`config.mk`:
```
export PLATFORM = sky130hd
export DESIGN_NAME = pseudo_spi_intf
export DESIGN_NICKNAME = d
export VERILOG_FILES = /design/src/rtl/pseudo_spi_intf_pkg.sv /design/src/rtl/pseudo_spi_intf.sv
export SDC_FILE = /design/constraint.sdc
export NUM_CORES = 1
export LEC_CHECK = 0
export CORE_ASPECT_RATIO = 1.2
export CORE_MARGIN = 2
export CORE_UTILIZATION = 40
export CTS_BUF_LIST = sky130_fd_sc_hd__clkbuf_2
export CTS_CLUSTER_DIAMETER = 40
export CTS_CLUSTER_SIZE = 20
export DETAILED_ROUTE_END_ITERATION = 6
export GPL_ROUTABILITY_DRIVEN = 0
export PLACE_DENSITY = 0.68
export RECOVER_POWER = 25
export SLEW_MARGIN = 30
export SYNTH_ARGS = -nofsm -noshare
export SYNTH_HDL_FRONTEND = slang
export SYNTH_SLANG_ARGS = --single-unit
```
`constraint.sdc`:
```
create_clock -name CLK -period 1.86 [get_ports CLK]
set_input_delay 0.186 -clock CLK [delete_from_list [all_inputs] [get_ports CLK]]
set_output_delay 0.186 -clock CLK [all_outputs]
set_load 0.01 [all_outputs]
```
`src/rtl/pseudo_spi_intf_pkg.sv`:
```
// Shared definitions for the pseudo-SPI SRAM streamer: default widths and
// the 3-bit FSM state encodings.
package pseudo_spi_intf_pkg;

    localparam int ADDR_W_DEF = 9;
    localparam int DATA_W_DEF = 8;
    localparam int LEN_W_DEF  = 8;

    // Encodings are fixed so that state values stay stable for debug probes.
    typedef enum logic [2:0] {
        ST_IDLE = 3'b000,
        ST_ADDR = 3'b001,
        ST_READ = 3'b011,
        ST_SOUT = 3'b010,
        ST_LOOP = 3'b110,
        ST_RDY  = 3'b100,
        ST_DONE = 3'b101
    } state_t;

endpackage

```
`src/rtl/pseudo_spi_intf.sv`:
```
// Pseudo-SPI streamer: reads DATA_LEN+1 bytes from a synchronous SRAM,
// starting at ADDR_BGN and walking downward, and shifts each byte out
// LSB first using a two-phase serial clock (SCLK1 then SCLK2), with a
// LAT strobe after every byte. All outputs are decoded from the state
// (Moore), so an asynchronous reset forces them immediately.
module pseudo_spi_intf
    import pseudo_spi_intf_pkg::*;
#(
    parameter int ADDR_W = ADDR_W_DEF,
    parameter int DATA_W = DATA_W_DEF,
    parameter int LEN_W  = LEN_W_DEF
) (
    input  logic              CLK,
    input  logic              RST,
    input  logic              BGN,
    input  logic [ADDR_W-1:0] ADDR_BGN,
    input  logic [LEN_W-1:0]  DATA_LEN,
    input  logic [DATA_W-1:0] PI,
    output logic              SCLK1,
    output logic              SCLK2,
    output logic              LAT,
    output logic              SPI_SO,
    output logic              CEN,
    output logic [ADDR_W-1:0] A,
    output logic              D_WE,
    output logic              spi_is_done
);

    localparam int BIT_W = (DATA_W > 1) ? $clog2(DATA_W) : 1;
    localparam logic [BIT_W-1:0] BIT_LAST = BIT_W'(DATA_W - 1);

    state_t              state_reg, state_next;
    logic [ADDR_W-1:0]   addr_reg, addr_next;
    logic [LEN_W-1:0]    byte_cnt_reg, byte_cnt_next;
    logic [BIT_W-1:0]    bit_cnt_reg, bit_cnt_next;
    logic [DATA_W-1:0]   shreg_reg, shreg_next;

    // The SRAM is only ever read.
    assign D_WE = 1'b1;

    // State and datapath registers with asynchronous reset.
    always_ff @(posedge CLK or posedge RST) begin
        if (RST) begin
            state_reg    <= ST_IDLE;
            addr_reg     <= '0;
            byte_cnt_reg <= '0;
            bit_cnt_reg  <= '0;
            shreg_reg    <= '0;
        end else begin
            state_reg    <= state_next;
            addr_reg     <= addr_next;
            byte_cnt_reg <= byte_cnt_next;
            bit_cnt_reg  <= bit_cnt_next;
            shreg_reg    <= shreg_next;
        end
    end

    // Next-state, datapath updates and state-decoded outputs.
    always_comb begin
        state_next    = state_reg;
        addr_next     = addr_reg;
        byte_cnt_next = byte_cnt_reg;
        bit_cnt_next  = bit_cnt_reg;
        shreg_next    = shreg_reg;

        SCLK1       = 1'b0;
        SCLK2       = 1'b0;
        LAT         = 1'b0;
        SPI_SO      = 1'b0;
        CEN         = 1'b1;
        A           = '0;
        spi_is_done = 1'b0;

        case (state_reg)
            ST_IDLE: begin
                if (BGN) begin
                    state_next    = ST_ADDR;
                    addr_next     = ADDR_BGN;
                    byte_cnt_next = '0;
                    bit_cnt_next  = '0;
                end
            end
            ST_ADDR: begin
                // Address presented here; SRAM data appears next cycle.
                CEN        = 1'b0;
                A          = addr_reg;
                state_next = ST_READ;
            end
            ST_READ: begin
                CEN        = 1'b0;
                A          = addr_reg;
                shreg_next = PI;
                state_next = ST_SOUT;
            end
            ST_SOUT: begin
                SCLK1      = 1'b1;
                SPI_SO     = shreg_reg[0];
                state_next = ST_LOOP;
            end
            ST_LOOP: begin
                // Shift happens at the end of LOOP so SPI_SO is steady
                // across the whole SOUT/LOOP pair.
                SCLK2      = 1'b1;
                SPI_SO     = shreg_reg[0];
                shreg_next = shreg_reg >> 1;
                if (bit_cnt_reg == BIT_LAST) begin
                    bit_cnt_next = '0;
                    state_next   = ST_RDY;
                end else begin
                    bit_cnt_next = bit_cnt_reg + BIT_W'(1);
                    state_next   = ST_SOUT;
                end
            end
            ST_RDY: begin
                LAT = 1'b1;
                if (byte_cnt_reg == DATA_LEN) begin
                    state_next = ST_DONE;
                end else begin
                    // Downward walk wraps naturally at 0.
                    addr_next     = addr_reg - ADDR_W'(1);
                    byte_cnt_next = byte_cnt_reg + LEN_W'(1);
                    state_next    = ST_ADDR;
                end
            end
            ST_DONE: begin
                spi_is_done = 1'b1;
            end
            default: begin
                state_next = ST_IDLE;
            end
        endcase

        // Dropping BGN abandons any transfer in progress.
        if (state_reg != ST_IDLE && !BGN) begin
            state_next    = ST_IDLE;
            addr_next     = addr_reg;
            byte_cnt_next = byte_cnt_reg;
            bit_cnt_next  = bit_cnt_reg;
            shreg_next    = shreg_reg;
        end
    end

endmodule

```
==> metrics <==
status=finished clean; CP startpoint=state_reg[1]$_DFFE_PP0P_; final number of setup-violating endpoints=0; Post-Syn Area=0.00187 mm²; vias=1753; PwrDens=648 mW/mm²; Die Wd=66.5 µm; Pins Over Slew Limit=0; drt first pass iters=4; dpl hpwl=3320 µm; worst path required time=1.67 ns; sequential share of the synthesized area=41.4%; register bit total from synthesis=31; Worst Setup EP=SPI_SO; Worst R2R Setup Slack=0.15 ns; wire length per cell=13.0 µm; Vias/cell=5.10; # clock sinks=31; DRT iter0 DRCs=118; Fin. Hold Viols=0; worst reg2reg startpoint=byte_cnt_reg[6]$_DFFE_PP0P_; Max Clock Skew=0.0165 ns; clock root buffer=clkbuf_2; total CTS buffers=5; pin count of the biggest net entering global routing=32; Mapped Nets=245; Post-layout nets=317; RSZ-0062 raised after global routing=false; fin crit share=94.1%; Placed Cells incl. Taps=331; initial antenna violation count=0; syn_area_per_cell=8.80 µm²; critical path arrival=1.56 ns; Area Overhead vs Synth=39.1%; ANT nets after route=0; Slew HR=47.2%; H-tree depth reported by CTS=2; Startpoint Class=flop; Compound-Gate Fraction of Synth Area=20.0%; Setup CP Type=flop to primary output; Port Buf Inserts=42; Core Area=0.00456 mm²; post-synthesis adder-cell area fraction=2.67%; Max Clock Freq=571 MHz; crit-path max FO=5; capturing point of the worst reg2reg path=byte_cnt_reg[3]$_DFFE_PP0P_; full die area=0.00525 mm²; largest family of logic cells by synthesized area=simple AND/OR/NAND/NOR gates; Yosys Warn Count=0; final wirelength=4480 µm; n_diodes=0; gr ovfl total=0; Netlist cell types=37; # Max-Cap Violations=0; VDD IR max=0.399 mV; Clock Latency Late Sink=0.37 ns; Final min period=1.75 ns; Post-Syn Instances=213; r2r worst-path depth=6; Clock Pin Slew Worst Setup and Hold Paths=0.14 ns; element type at the critical path end=primary output; # IOs=44; max reg flops=9; Min-Delay Path Class=primary input to flop; clk buf depth=2; Finished Layout Cells=344; Die H=79.0 µm; Synth Area in XOR/XNOR=4.21%; first-pass GRT wire length=7310 µm; gr usage total=18.2%; proportion of layout cells with a drive suffix above 1=18.9%; # rows=27; multiplexer area fraction after synthesis=4.81%; Worst Tran Pin Value=0.792 ns; CTS tree=built; simple-gate portion of the synthesized area=22.2%; Fin Setup TNS=0 ns; drt drc=0; Initial Utilization=41.1%; vias in the first global route=1709; LEAKAGE=1.30 nW
==> timing repair <==
item / 4_1_cts / 5_1_grt
resized for setup: 18 / 9
hold buffers: 0 / 0
cloned: 0 / 0
endpoints found under the setup margin: 15 / 15
buffers inserted: 2 / 3
==> final cells by class <==
| type | instances | area (µm²) |
|---|---|---|
| Clock buffer | 7 | 35.0 |
| Clock inverter | 1 | 5.00 |
| Fill cell | 454 | 1950 |
| Inverter | 9 | 33.8 |
| Multi-Input combinational cell | 163 | 1040 |
| Sequential cell | 31 | 778 |
| Tap cell | 58 | 72.6 |
| Timing Repair Buffer | 75 | 643 |
==> logic make-up after synthesis <==
kind of cell / after synthesis
AND/OR/NAND/NOR: 80
AO/OA/AOI/OAI: 60
flip-flops: 31
buffers and inverters: 19
XOR/XNOR: 9
multiplexers: 9
adder cells (fa/ha/maj): 4
other: 1
==> how the worst min path moves through the flow <==
stage	from	cells past startpoint	slack (ns)	to
floorplan	RST	1	0.29	addr_reg[0]$_DFFE_PP0P_
global placement	shreg_reg[0]$_DFFE_PP0P_	2	0.46	shreg_reg[0]$_DFFE_PP0P_
detailed placement	shreg_reg[5]$_DFFE_PP0P_	2	0.47	shreg_reg[5]$_DFFE_PP0P_
CTS	RST	3	0.17	state_reg[0]$_DFFE_PP0P_
global route	PI[7]	3	0.36	shreg_reg[7]$_DFFE_PP0P_
finish	PI[7]	3	0.37	shreg_reg[7]$_DFFE_PP0P_
==> synthesized netlist by cell type, drive strengths merged <==
master   number  area (µm²)
a211o         2        18.8
a211oi        1        7.51
a21o          1        8.76
a21oi        12        60.1
a22o          7        61.3
a22oi         3        22.5
a31oi         1        6.26
and2         11        68.8
and3b         1        8.76
buf           5        33.8
clkbuf        5        18.8
conb          1        3.75
dfrtp        31         776
ha            4        50.1
inv           9        33.8
mux2i         9        90.1
nand2        26        97.6
nand2b        2        12.5
nand3        11        55.1
nand4         1        6.26
nor2         11        41.3
nor2b         4        25.0
nor3          3        15.0
nor3b         3        22.5
nor4          3        31.3
nor4b         1        8.76
o211ai        4        30.0
o21ai        23         115
o22ai         3        18.8
o2bb2ai       2        17.5
o31ai         1        7.51
or4           3        22.5
xor2          9        78.8
==> cell usage in the layout, fill, tap and decap left out, types with 2 or more instances in the layout <==
master and n:
dfrtp_1 29, nor2b_1 2, and2_1 11, buf_4 32, or4_1 3, nand2b_1 2, nor3b_1 3, a22oi_1 3
inv_1 9, nand3_1 11, o21ai_0 23, a21oi_1 12, dfrtp_2 2, xor2_1 9, nor3_1 2, a22o_1 7
dlygate4sd2_1 12, o2bb2ai_1 2, clkbuf_2 10, nor2_1 10, nand2_1 26, ha_1 4, o211ai_1 4, o22ai_1 3
nor2b_2 2, clkdlybuf4s50_1 26, mux2i_1 9, nor4_2 2
==> stage by stage <==
stage / power (W) / setup slack [ns] / instance area, µm² / utilization [%] / hold WS (ns)
floorplan: 0.00113 / 0.138 / 1870 / - / 0.290
global placement: 0.00136 / -0.0789 / 2520 / 55.4 / 0.462
detailed placement: 0.00137 / -0.109 / 2520 / 55.4 / 0.470
CTS: 0.00170 / -0.107 / 2570 / 56.4 / 0.171
global route: 0.00181 / 0.00392 / 2610 / 57.2 / 0.361
finish: 0.00169 / 0.110 / 2610 / 57.2 / 0.371
==> layer usage <==
metal  vias up  global-route usage (%)  wire (µm)
met2        29                    30.4       2180
met4         0                    6.53         57
met3         7                    5.38        214
met5         -                       0          0
met1       816                    21.9       2030
li1        901                       -          -
==> critical path: stages, from the launching register on <==
cell and delay (ns):
dfrtp_2 0.46, buf_4 0.16, nor2b_2 0.15, and2_1 0.15
dlygate4sd2_1 0.28
==> report_power, final <==
group / switching (W) / internal, W / leakage, nW
Clock: 0.000233 / 0.000103 / 0.0330
Combinational: 0.000227 / 0.000251 / 0.874
Sequential: 0.0000868 / 0.000788 / 0.394
Total: 0.000547 / 0.00114 / 1.30
Note: power is estimated with default switching activity, not from simulation.
